===== config.mk =====
export PLATFORM = sky130hd
export DESIGN_NAME = keypad_encoder
export DESIGN_NICKNAME = d
export VERILOG_FILES = /design/src/rtl/keypad_pkg.sv /design/src/rtl/keypad_prio.sv /design/src/rtl/keypad_encoder.sv
export SDC_FILE = /design/constraint.sdc
export NUM_CORES = 1
export LEC_CHECK = 0
export ABC_AREA = 1
export CELL_PAD_IN_SITES_DETAIL_PLACEMENT = 1
export CELL_PAD_IN_SITES_GLOBAL_PLACEMENT = 1
export CORE_ASPECT_RATIO = 0.9
export CORE_UTILIZATION = 40
export DETAILED_ROUTE_END_ITERATION = 10
export GPL_ROUTABILITY_DRIVEN = 0
export PLACE_DENSITY_LB_ADDON = 0.1
export SYNTH_ARGS = -nofsm -noshare
export SYNTH_HDL_FRONTEND = slang
export SYNTH_SLANG_ARGS = --single-unit

===== constraint.sdc =====
create_clock -name clock -period 1.8 [get_ports clock]
set_clock_uncertainty 0.05 [all_clocks]
set_input_delay 0.45 -clock clock [delete_from_list [all_inputs] [get_ports clock]]
set_output_delay 0.45 -clock clock [all_outputs]
set_load 0.005 [all_outputs]

===== src/rtl/keypad_pkg.sv =====
// Shared types and helpers for the microwave keypad encoder.
// Holds the controller state encoding and the key-line to digit mapping.
package keypad_pkg;

    localparam int unsigned MAX_KEYS = 16;

    typedef enum logic [1:0] {
        IDLE,
        DEBOUNCE,
        REPORT,
        HOLD
    } state_t;

    // Line i carries digit (num_keys - i) mod num_keys, so line 0 is the zero key.
    function automatic int unsigned key_code(input int unsigned index, input int unsigned num_keys);
        return (num_keys - index) % num_keys;
    endfunction

endpackage


===== src/rtl/keypad_prio.sv =====
// Fixed-priority resolver: the highest-index asserted key line wins.
// Also flags whether any line, or more than one line, is asserted.
module keypad_prio
    import keypad_pkg::*;
#(
    parameter int unsigned NUM_KEYS = 10,
    parameter int unsigned DIGIT_W  = $clog2(NUM_KEYS)
) (
    input  logic [NUM_KEYS-1:0] keys,
    output logic [DIGIT_W-1:0]  digit,
    output logic                any_key,
    output logic                multi
);

    // Ascending scan; later (higher) hits overwrite earlier ones.
    always_comb begin
        digit   = '0;
        any_key = 1'b0;
        multi   = 1'b0;
        for (int unsigned i = 0; i < NUM_KEYS; i++) begin
            if (keys[i]) begin
                multi   = multi | any_key;
                any_key = 1'b1;
                digit   = DIGIT_W'(key_code(i, NUM_KEYS));
            end
        end
    end

endmodule


===== src/rtl/keypad_encoder.sv =====
// Debounced keypad encoder: synchronises raw key lines, accepts a stable press,
// reports one encoded digit per press over an active-low valid/ack handshake.
module keypad_encoder
    import keypad_pkg::*;
#(
    parameter int unsigned NUM_KEYS        = 10,
    parameter int unsigned DEBOUNCE_CYCLES = 4
) (
    input  logic                        clock,
    input  logic                        resetn,
    input  logic                        enable,
    input  logic [NUM_KEYS-1:0]         keypad,
    input  logic                        ackn,
    output logic [$clog2(NUM_KEYS)-1:0] digit,
    output logic                        validn,
    output logic                        multi
);

    localparam int unsigned DIGIT_W = $clog2(NUM_KEYS);
    localparam int unsigned CNT_W   = $clog2(DEBOUNCE_CYCLES + 1);

    localparam logic [CNT_W-1:0] CNT_ONE  = CNT_W'(1);
    localparam logic [CNT_W-1:0] CNT_LAST = CNT_W'(DEBOUNCE_CYCLES - 1);
    localparam logic [CNT_W-1:0] CNT_MAX  = CNT_W'(DEBOUNCE_CYCLES);

    logic [NUM_KEYS-1:0] sync_meta;
    logic [NUM_KEYS-1:0] s;

    state_t              state;
    state_t              state_next;
    logic [CNT_W-1:0]    cnt;
    logic [CNT_W-1:0]    cnt_next;
    logic [NUM_KEYS-1:0] candidate;
    logic [NUM_KEYS-1:0] candidate_next;
    logic [DIGIT_W-1:0]  digit_next;
    logic                multi_next;
    logic                validn_next;

    logic [NUM_KEYS-1:0] prio_vec;
    logic [DIGIT_W-1:0]  prio_digit;
    logic                prio_any;
    logic                prio_multi;

    // With single-sample acceptance IDLE reports straight from s, before the
    // candidate register holds it; otherwise s equals candidate at acceptance.
    assign prio_vec = (DEBOUNCE_CYCLES == 1) ? s : candidate;

    keypad_prio #(
        .NUM_KEYS (NUM_KEYS),
        .DIGIT_W  (DIGIT_W)
    ) u_prio (
        .keys    (prio_vec),
        .digit   (prio_digit),
        .any_key (prio_any),
        .multi   (prio_multi)
    );

    // State and registered outputs.
    always_ff @(posedge clock) begin
        if (!resetn) begin
            sync_meta <= '0;
            s         <= '0;
            state     <= IDLE;
            cnt       <= '0;
            candidate <= '0;
            digit     <= '0;
            multi     <= 1'b0;
            validn    <= 1'b1;
        end else begin
            sync_meta <= keypad;
            s         <= sync_meta;
            state     <= state_next;
            cnt       <= cnt_next;
            candidate <= candidate_next;
            digit     <= digit_next;
            multi     <= multi_next;
            validn    <= validn_next;
        end
    end

    // Next-state and output decode.
    always_comb begin
        state_next     = state;
        cnt_next       = cnt;
        candidate_next = candidate;
        digit_next     = digit;
        multi_next     = multi;
        validn_next    = validn;

        if (!enable) begin
            state_next     = IDLE;
            cnt_next       = '0;
            candidate_next = '0;
            validn_next    = 1'b1;
        end else begin
            case (state)
                IDLE: begin
                    validn_next = 1'b1;
                    if (s != '0) begin
                        candidate_next = s;
                        cnt_next       = CNT_ONE;
                        if (DEBOUNCE_CYCLES == 1) begin
                            state_next  = REPORT;
                            digit_next  = prio_digit;
                            multi_next  = prio_multi;
                            validn_next = 1'b0;
                        end else begin
                            state_next = DEBOUNCE;
                        end
                    end
                end

                DEBOUNCE: begin
                    if (s == '0) begin
                        state_next     = IDLE;
                        cnt_next       = '0;
                        candidate_next = '0;
                    end else if (s != candidate) begin
                        candidate_next = s;
                        cnt_next       = CNT_ONE;
                    end else if (prio_any && cnt == CNT_LAST) begin
                        state_next  = REPORT;
                        cnt_next    = '0;
                        digit_next  = prio_digit;
                        multi_next  = prio_multi;
                        validn_next = 1'b0;
                    end else if (cnt != CNT_MAX) begin
                        cnt_next = cnt + CNT_ONE;
                    end
                end

                REPORT: begin
                    validn_next = 1'b0;
                    if (!ackn) begin
                        validn_next = 1'b1;
                        state_next  = HOLD;
                        cnt_next    = '0;
                    end
                end

                HOLD: begin
                    // Release must be seen as an unbroken run of zero samples.
                    if (s != '0) begin
                        cnt_next = '0;
                    end else if (cnt == CNT_LAST) begin
                        state_next     = IDLE;
                        cnt_next       = '0;
                        candidate_next = '0;
                    end else if (cnt != CNT_MAX) begin
                        cnt_next = cnt + CNT_ONE;
                    end
                end

                default: begin
                    state_next     = IDLE;
                    cnt_next       = '0;
                    candidate_next = '0;
                    validn_next    = 1'b1;
                end
            endcase
        end
    end

endmodule


[Yosys cells after proc, flatten, opt, wreduce, memory -nomap -nowiden]
Cells that the tools add are included.
Word-level totals
  register bits after elaboration: 41
  output and inout port bits: 6
  logic and storage cells: 103
  bits of input ports: 14
Cells by class
  reduce and logical (&&, ||, !) cells: 12
  bitwise gates (word level): 10
  $add $sub $neg: 1
  multiplexer cells: 56
  equality and inequality tests: 16
Operators by type and width (number)
  $mux 10: 5
  $mux 4: 9
  $pmux 10 s3: 1
  $mux 3: 8
  $mux 1: 23
  $mux 2: 7
  $ne 2x2->1 const B: 7
  $ne 3x3->1 const B: 4
  $pmux 3 s4: 1
  $logic_not 10->1: 1
  $ne 10x10->1: 1
  $reduce_and 5->1: 2
  $reduce_bool 10->1: 1
  $or 1x1->1: 8
  $pmux 2 s4: 1
  $reduce_and 6->1: 1
  $reduce_bool 3->1: 2
  $eq 2x2->1 const B: 2
  $reduce_and 2->1: 2
  $reduce_and 4->1: 1
  $add 3x1->3 const B: 1
  $eq 3x2->1 const B: 1
  $pmux 1 s3: 1
  $eq 2x1->1 const B: 1
  3 further kinds: 4

[Depth between registers and ports, before layout]
  depth in word-level cells: 18
  gate-level depth with buffers: 12
  depth with buffers taken out: 11

[Hierarchy]
From an unflattened synthesis, not the netlist that was laid out.
Unflattened totals
  cell total of the unflattened synthesis: 332
  area, all modules: 2110.8 um^2
Modules (own cells, without submodules)
  keypad_encoder: cells an instance 290, sequential area each 820.8 um^2, instances 1, area each 1925.6 um^2
  keypad_prio: cells an instance 42, sequential area each 0.0 um^2, instances 1, area each 185.2 um^2

[Least setup slack after synthesis]
OpenSTA, ideal clock, no wires.
  path type: register to register
  start: register cnt[0]
  end: register candidate[0]
  setup time: 0.114 ns
  path slack: 0.219 ns
  stages on the path, launching flop included: 9
  data required time: 1.636 ns
  arrival: 1.417 ns
  buffers on the path: 1
  period minus slack after synthesis: 1.581 ns
  path through: dfxtp_1 > ha_1 > ha_1 > nand3_1 > a21oi_4 > nand3_4 > buf_8 > a21oi_1 > nor2_1
On the way
  word-level cells in the longest chain between the ends: 3
RTL lines
  from (decl): line keypad_encoder.sv:31  | logic [CNT_W-1:0] cnt;
  from (signal assigned): line keypad_encoder.sv:73  | cnt <= cnt_next;
  $eq 3x2->1: line keypad_encoder.sv:145  | end else if (cnt == CNT_LAST) begin
  $ne 2x2->1 (no line)
  $reduce_and 5->1 (no line)
  to (signal assigned): line keypad_encoder.sv:74  | candidate <= candidate_next;
  to (decl): line keypad_encoder.sv:33  | logic [NUM_KEYS-1:0] candidate;
Every way passes these cells.
A chain may end at the register's enable or synchronous reset.

==> results.env <==
HOLD_PATH.CLASS='register to register'
DETAILEDROUTE.FIRSTITERATIONVIOLATIONS=50
YOSYSUNIQUECELLTYPES=30
DIE-WIDTH_UM=78.1
GRT.TOTAL_USAGE=0.216
CRIT_PATH_CELLS='inv_1 -> nand2_1 -> nand2_1 -> nor2_1 -> nand3_2 -> o21bai_1 -> nand3_1 -> nand2_1 -> nand2_1 -> nor2_1'
GRT-OVFL-TOTAL=0
START_UTIL=0.423
CRIT_PATH_MAX_INCR_DELAY_PS=380
POST_SYNTH_INST_COUNT=315
AREA.GROWTH.SYNTH_TO_FINAL_PCT=22.9
NUMBER_OF_GLOBAL_ROUTE_VIAS_BEFORE_REPAIR=1976
PLACE.DETAILED.HPWL_UM=4050
MAPPEDNETLISTNETS=332
SEQUENTIAL_AREA_SHARE_AFTER_SYNTHESIS=0.394
RSZ0062_AT_GRT='yes'
FLOORPLAN.DIE.HEIGHT_UM=70.5
VIAS_PER_CELL=4.76
LEAKAGEPOWER_nW=1.32
SETUP.WORST_PATH.CLASS='register to register'
CTS.PATH.MAX_BUFFERS=2
NUMCLOCKSINKS=41
LAYOUT.CELLS.NON_FILLER=416
TIMING.SLEW.HEADROOM=0.779
FMAX_GHz=0.579
YOSYS_REGISTER_BITS=41
STATUS='finished clean'
CRITPATHMOSTFREQUENTCELL='sky130_fd_sc_hd__nand2_1'
CRIT_BUF_INV=1
HOLD_VIOL_FINAL=0
R2R_SLACK_PS=70
CLK_ROOT_BUFFER_CELL='sky130_fd_sc_hd__clkbuf_8'
MAX_CAP_VIOLATIONS=0
GRT_ANTENNA_BEFORE_REPAIR=0
DRT-PASS1-ITER-COUNT=4
TIGHTEST_PIN_TRANSITION_PS=329
START_KIND='register'
ANTENNA_VIOLATING_NETS_POST_ROUTE=0
DRC_VIOLATIONS_LEFT=0
DETAIL_ROUTE.WIRELENGTH_UM=5300
FINALWORSTPATHREQUIREDPERIOD_PS=1730
FIN_CRIT_SH=0.960
CORE_AREA_UM2=4920
WORSTSKEWPAIRLATENCY_PS=290
FIN_HOLD_WS_PS=366
PLACE.DETAILED.INSTANCES=406
WORST_EP_ARRIVAL_TIME_PS=1920
DRIVE_GT1_FRAC=0.134
DRV_SLEW=0
CTS-BUFFERS-INSERTED=5
DIE_AREA_UM2=5500
FILLERS=668
SYNTH_WARNINGS=0
ROUTE.VIAS.TOTAL=1980
FINALSETUPVIOLATIONS=0
ROWS=24
DESIGN_AREA_UM2=2560
WORSTPATHREQUIRED_PS=1990
IR_DROP_mV=0.500
CRITICAL-PATH-SLOWEST-CELL='sky130_fd_sc_hd__dfxtp_1'
PATH_CLK_SLEW_PS=80
PLACED_INSTANCE_AREA_UM2=2410
HTREEDEPTH=2
GRT_MAX_DEGREE=26
SYNTH.CELL_AREA_UM2=2080
GRT_PASS1_WL_UM=9190
WORST_SETUP_PATH_END_KIND='register'
PORT_BUFFERS=19
PWR_DENSITY_CELL_nW_PER_UM2=804
WL_PER_CELL_UM=12.7
CRIT_PATH_MAX_FANOUT=4
CRIT_FAMILY='simple AND/OR/NAND/NOR gates'
LAYOUT.NETS=367
CTS_TREE='built'
AVG_INST_SIZE_SYNTH_UM2=6.62
DIODES=0
IO_PINS=20
Yosys cell counts:
cell type / count / area share
sky130_fd_sc_hd__o21ai_0: 11 / 0.026
sky130_fd_sc_hd__ha_1: 3 / 0.018
sky130_fd_sc_hd__nand3_2: 2 / 0.0096
sky130_fd_sc_hd__nor2_2: 2 / 0.0060
sky130_fd_sc_hd__inv_1: 60 / 0.11
sky130_fd_sc_hd__a21oi_4: 1 / 0.0078
sky130_fd_sc_hd__nand3_4: 1 / 0.0084
sky130_fd_sc_hd__nand2_2: 2 / 0.0060
sky130_fd_sc_hd__inv_2: 4 / 0.0072
sky130_fd_sc_hd__nand4_2: 1 / 0.0060
sky130_fd_sc_hd__nand2_1: 100 / 0.18
sky130_fd_sc_hd__xor2_1: 3 / 0.013
sky130_fd_sc_hd__o21bai_1: 1 / 0.0036
sky130_fd_sc_hd__o21a_1: 1 / 0.0036
sky130_fd_sc_hd__clkbuf_1: 3 / 0.0054
sky130_fd_sc_hd__nand3_1: 6 / 0.014
sky130_fd_sc_hd__buf_8: 1 / 0.0072
sky130_fd_sc_hd__nand4_1: 8 / 0.024
sky130_fd_sc_hd__a21oi_1: 16 / 0.038
sky130_fd_sc_hd__nand2_4: 1 / 0.0054
sky130_fd_sc_hd__nor3_1: 2 / 0.0048
sky130_fd_sc_hd__dfxtp_1: 41 / 0.39
sky130_fd_sc_hd__o211ai_1: 1 / 0.0036
sky130_fd_sc_hd__nor2_4: 2 / 0.011
sky130_fd_sc_hd__nand3b_1: 1 / 0.0036
sky130_fd_sc_hd__nor2_1: 36 / 0.065
sky130_fd_sc_hd__o22ai_1: 1 / 0.0030
sky130_fd_sc_hd__a31oi_1: 2 / 0.0060
sky130_fd_sc_hd__clkinv_1: 1 / 0.0018
sky130_fd_sc_hd__nor2_8: 1 / 0.0096
layout make-up:
class                           count  area, um2  share of cell area
Tap cell                           65       81.3              0.0318
Inverter                           65        244              0.0953
Sequential cell                    41        822               0.321
Clock buffer                        5       68.8              0.0269
Timing Repair Buffer               31        280               0.109
Multi-Input combinational cell    206       1040               0.407
Clock inverter                      3       22.5             0.00879
worst reg2reg max path: stages, from the launching register on:
cell and delay, ps:
sky130_fd_sc_hd__dfxtp_1 380, sky130_fd_sc_hd__inv_1 120, sky130_fd_sc_hd__nand2_1 90, sky130_fd_sc_hd__nand2_1 60, sky130_fd_sc_hd__nor2_1 130, sky130_fd_sc_hd__nand3_2 170
sky130_fd_sc_hd__o21bai_1 320, sky130_fd_sc_hd__nand3_1 160, sky130_fd_sc_hd__nand2_1 80, sky130_fd_sc_hd__nand2_1 50, sky130_fd_sc_hd__nor2_1 70
registers in the layout, summed over array words and instances, names as in the netlist, named ones only:
signal and cells:
multi 1, cnt 3, candidate 10, sync_meta 10
s 10, state 1, digit 4, validn 1
path summary, 6_finish.rpt:
kind                              startpoint       end  cells past startpoint
worst min-delay path            sync_meta[1]      s[1]                      2
worst min register to register  sync_meta[1]      s[1]                      2
worst max register to register  candidate[0]  register                     10
worst max-delay path            candidate[0]  register                     10
kinds of logic after synthesis:
kind of cell	Yosys count	synth area share
AO/OA/AOI/OAI	34	0.0924
buffers and inverters	69	0.130
adder cells (fa/ha/maj)	3	0.0180
flip-flops	41	0.394
AND/OR/NAND/NOR	165	0.354
XOR/XNOR	3	0.0126
repair_timing:
item                                    in CTS  in global routing
hold buffers                                 0                  0
gates resized for setup                      1                 13
endpoints found under the setup margin       1                 16
pin swaps                                    0                  3
buffers inserted                             0                  1
cloned                                       0                  1
where the power goes:
part	leakage, nW	internal (W)	switching [W]
logic	0.945	0.000180	0.000282
registers	0.336	0.000946	0.0000357
clock network	0.0364	0.000272	0.000344
layer usage:
layer  vias up  track usage  part of all wire
li1       1021            -                 -
met1       918        0.280              0.49
met2        35        0.351              0.47
met3         6       0.0549             0.035
met4         0       0.0658             0.011
met5         -            0                 0
placed cells by master, fill, tap and decap left out, types with 2 or more instances in the layout:
| cell type | Yosys | routed |
|---|---|---|
| sky130_fd_sc_hd__a21oi_1 | 16 | 14 |
| sky130_fd_sc_hd__a21oi_2 | 0 | 2 |
| sky130_fd_sc_hd__a31oi_1 | 2 | 2 |
| sky130_fd_sc_hd__buf_4 | 0 | 12 |
| sky130_fd_sc_hd__clkbuf_8 | 0 | 5 |
| sky130_fd_sc_hd__clkdlybuf4s50_1 | 0 | 19 |
| sky130_fd_sc_hd__clkinvlp_4 | 0 | 3 |
| sky130_fd_sc_hd__dfxtp_1 | 41 | 40 |
| sky130_fd_sc_hd__ha_1 | 3 | 2 |
| sky130_fd_sc_hd__inv_1 | 60 | 60 |
| sky130_fd_sc_hd__inv_2 | 4 | 4 |
| sky130_fd_sc_hd__nand2_1 | 100 | 100 |
| sky130_fd_sc_hd__nand2_2 | 2 | 2 |
| sky130_fd_sc_hd__nand3_1 | 6 | 6 |
| sky130_fd_sc_hd__nand3_2 | 2 | 2 |
| sky130_fd_sc_hd__nand3_4 | 1 | 2 |
| sky130_fd_sc_hd__nand4_1 | 8 | 8 |
| sky130_fd_sc_hd__nor2_1 | 36 | 31 |
| sky130_fd_sc_hd__nor2_2 | 2 | 7 |
| sky130_fd_sc_hd__nor2_4 | 2 | 2 |
| sky130_fd_sc_hd__nor3_1 | 2 | 2 |
| sky130_fd_sc_hd__o21ai_0 | 11 | 8 |
| sky130_fd_sc_hd__o21ai_1 | 0 | 3 |
| sky130_fd_sc_hd__xor2_1 | 3 | 3 |
stage by stage:
step / worst slack [ps] / total power [W] / util / setup TNS (ps)
final: 72.3 / 0.00206 / 0.520 / 0
after global routing: -28.9 / 0.00218 / 0.520 / -55.2
after CTS: 30.7 / 0.00205 / 0.510 / 0
after detailed placement: 14.7 / 0.00144 / 0.490 / 0
after global placement: 63.9 / 0.00143 / 0.490 / 0
after floorplan: 219 / 0.00130 / - / 0
Power figures use the tool's default switching activity.
==> RTL change 1 (same flow settings) <==
Register the output `digit` once more, with the module's reset; this adds one clock of latency there. The other outputs are not delayed to match.
--- a/src/rtl/keypad_encoder.sv
+++ b/src/rtl/keypad_encoder.sv
@@ -22,6 +22,8 @@
     localparam logic [CNT_W-1:0] CNT_ONE  = CNT_W'(1);
     localparam logic [CNT_W-1:0] CNT_LAST = CNT_W'(DEBOUNCE_CYCLES - 1);
     localparam logic [CNT_W-1:0] CNT_MAX  = CNT_W'(DEBOUNCE_CYCLES);
+
+    logic [$clog2(NUM_KEYS)-1:0] digit_s0;
 
     logic [NUM_KEYS-1:0] sync_meta;
     logic [NUM_KEYS-1:0] s;
@@ -63,7 +65,7 @@
             state     <= IDLE;
             cnt       <= '0;
             candidate <= '0;
-            digit     <= '0;
+            digit_s0  <= '0;
             multi     <= 1'b0;
             validn    <= 1'b1;
         end else begin
@@ -72,7 +74,7 @@
             state     <= state_next;
             cnt       <= cnt_next;
             candidate <= candidate_next;
-            digit     <= digit_next;
+            digit_s0  <= digit_next;
             multi     <= multi_next;
             validn    <= validn_next;
         end
@@ -83,7 +85,7 @@
         state_next     = state;
         cnt_next       = cnt;
         candidate_next = candidate;
-        digit_next     = digit;
+        digit_next     = digit_s0;
         multi_next     = multi;
         validn_next    = validn;
 
@@ -161,5 +163,13 @@
         end
     end
 
+    always_ff @(posedge clock) begin
+        if (!resetn) begin
+            digit <= '0;
+        end else begin
+            digit <= digit_s0;
+        end
+    end
+
 endmodule
 
Check against the original RTL: not equivalent (a bounded check fails within 10 cycles, from zero or initial values and one cycle with resetn low).
==> RTL change 1 against the original RTL <==
Cell area rose by 6.7%. Total power rose by 0.99%. Critical path depth fell by 2. Setup slack improved by 0.054 ns. Sequential cell count rose by 4. Fmax rose by 3.2%. Routed wire length rose by 7.6%. Global-route usage rose by 0.70 points. Sequential power rose by 7%. Area after synthesis rose by 6.6%. Non-clock buffer count rose by 4.
==> RTL change 1: results (changes against the original RTL) <==
Syn Inst Count=322 (+2.2%); multi-input combinational area share=39.1% (-1.6 points); WP data arrival=1.81 ns (-0.11 ns); Post-DP HPWL=4360 µm (+7.5%); clk pwr=0.685 mW (+11%); clock buffers=6 (+1); leakage=1.33 nW (+1.1%); Clock power frac=32.9% (+3.0 points); Final nets=377 (+2.7%); buffer share of cell area=11.8% (+0.87 points); Post-synth top cells=nand2_1 (93), inv_1 (62), dfxtp_1 (45); Worst R2R Path Depth=8 (-2); WHS Endpoint=digit[2]$_SDFF_PN0_; largest net degree at the start of global routing=30 (+15%); initial DRC count=56 (+12%); status=completed; Non-clk bufs=35 (+13%); register area=915 µm² (+11%); flop2flop setup slack=0.13 ns (+0.05 ns); routed len/inst=13.3 µm (+4.6%); share of cells above drive strength 1=18.8% (+5.4 points); Synth Area in Compound Gates=9.01% (-0.23 points); Routed WL=5700 µm (+7.6%); Seq. pwr=1.05 mW (+7%); fillers=702 (+5.1%); Post-Syn Nets=339 (+2.1%); # placed instances=416 (+2.5%); #MultiIn Comb=208 (+0.97%); met3 Use GR=3.88% (-1.6 points); max_slew headroom=79.4% (+1.5 points); CTS sink cnt=45 (+9.8%); top post-synthesis cells by area=dfxtp_1 (41%), nand2_1 (16%), inv_1 (10%), nor2_1 (6.1%), a21oi_2 (3.2%); Post-Synth Adder-Cell Area=1.69% (-0.11 points)
[RTL change 1: changes by cell type after synthesis, sizes merged, moves of 2 or more]
cell    unedited run  this run
nand4              9        12
nand2            103       101
clkbuf             3         1
a21oi             17        19
nand3              9        12
a31oi              2         0
xor2               3         1
buf                1         4
dfxtp             41        45
[RTL change 1: worst min-delay path, delay by kind of cell (launching register included)]
family        cells  cell delay, ns
simple gates      1            0.05
buf+inv           1            0.04
flops             1            0.31
[RTL change 1: metrics by stage]
step / cell area [µm²] / hold WS (ns) / setup WS [ns]
2_1_floorplan: 2220 / 0.340 / 0.251
3_3_place_gp: 2570 / 0.343 / 0.0913
3_5_place_dp: 2570 / 0.352 / 0.0252
4_1_cts: 2690 / 0.373 / 0.0393
5_1_grt: 2730 / 0.396 / -0.0189
6_report: 2730 / 0.371 / 0.126
[RTL change 1: metal layers]
metal,vias up,wire [µm],part of all wire [%]
met5,-,0,0
met4,0,55,0.97
met3,5,150,2.6
met2,28,2690,47
met1,952,2800,49
li1,1053,-,-
==> RTL change 2 (config.mk and constraints unchanged) <==
Made on the original files. The parameter `DEBOUNCE_CYCLES` goes from 4 to 2.
--- a/src/rtl/keypad_encoder.sv
+++ b/src/rtl/keypad_encoder.sv
@@ -4,7 +4,7 @@
     import keypad_pkg::*;
 #(
     parameter int unsigned NUM_KEYS        = 10,
-    parameter int unsigned DEBOUNCE_CYCLES = 4
+    parameter int unsigned DEBOUNCE_CYCLES = 2
 ) (
     input  logic                        clock,
     input  logic                        resetn,
Formal check against the unedited RTL: not equivalent (Yosys sat finds a counterexample within 10 cycles, from zero or initial values and one cycle with resetn low).
==> RTL change 2 against the original RTL <==
Sequential cell count decreased by 1. Cell area decreased by 3.1%. Routed wire length decreased by 2.8%. Total power decreased by 3.9%. Non-clock buffer count decreased by 1. Setup slack improved by 0.074 ns. Count of clock-buffer cells in the layout increased by 1. Hold slack about the same. Fmax increased by 4.5%. Largest power group unchanged. First-iteration DRC count decreased by 14%. Critical path type unchanged. Area after synthesis decreased by 2.5%.
==> RTL change 2: results (changes against the original RTL) <==
Unique masters post-synth=27 (-10%); status=completed; Post-Syn Nets=326 (-1.8%); flop2flop setup slack=0.15 ns (+0.07 ns); WL met3=138 µm (-26%); peak supply drop=373 µV (-25%); global-route wire length before repair=8760 µm (-4.7%); Worst R2R Path Depth=8 (-2); Seq/total area=32.3% (+0.23 points); Synth Area in Compound Gates=9.42% (+0.17 points); Post-synth top cells=nand2_1 (89), inv_1 (56), dfxtp_1 (40); hold wc startpoint=sync_meta[2]$_SDFF_PN0_; grt met2 use=34.2% (-0.87 points); buffer share of cell area=11.1% (+0.20 points); vias per cell=4.82 (+1.2%); launch point of the worst reg-to-reg path=s[0]$_SDFF_PN0_; fillers=686 (+2.7%); vias in the first global route=1962 (-0.71%); area of the multi-input gates=971 µm² (-6.8%); post-layout minimum cycle time=1.65 ns (-0.0737 ns); routed length on met1=2520 µm (-2.6%); Worst Path Max Fanout=6 (+2); Layout area overhead=22.0%; Clock-cell share=4.89% (+1.3 points); met3 Use GR=5.13% (-0.36 points); top post-synthesis cells by area=dfxtp_1 (39%), nand2_1 (16%), inv_1 (10%), nor2_1 (5.9%), a21oi_1 (5.2%); leakage=1.22 nW (-7.3%); post-synthesis xor/xnor area fraction=0.862% (-0.40 points); GRT Overall Usage=20.7% (-0.89 points); CTS sink cnt=40 (-2.4%); Routed WL=5150 µm (-2.8%)
-- RTL change 2: changes by cell type in the layout (fill, tap and decap cells not counted), sizes merged, moves of 2 or more --
cell      change
nand2        -12
a21oi         +6
nand4         +6
xor2          -3
nand3         +2
xnor2         +2
clkinvlp      -3
nor2          -6
inv           -4
-- RTL change 2: worst min-delay path by stage --
| stage | cells past startpoint | endpoint | slack (ns) |
|---|---|---|---|
| floorplan | 2 | s[0]$_SDFF_PN0_ | 0.34 |
| global placement | 2 | s[5]$_SDFF_PN0_ | 0.34 |
| detailed placement | 2 | s[9]$_SDFF_PN0_ | 0.35 |
| CTS | 2 | s[2]$_SDFF_PN0_ | 0.37 |
| global route | 2 | s[9]$_SDFF_PN0_ | 0.39 |
| finish | 2 | s[2]$_SDFF_PN0_ | 0.37 |
-- RTL change 2: where the power goes --
part | switching, mW | internal [mW]
clock network | 0.329 | 0.454
logic | 0.160 | 0.104
registers | 0.0209 | 0.914
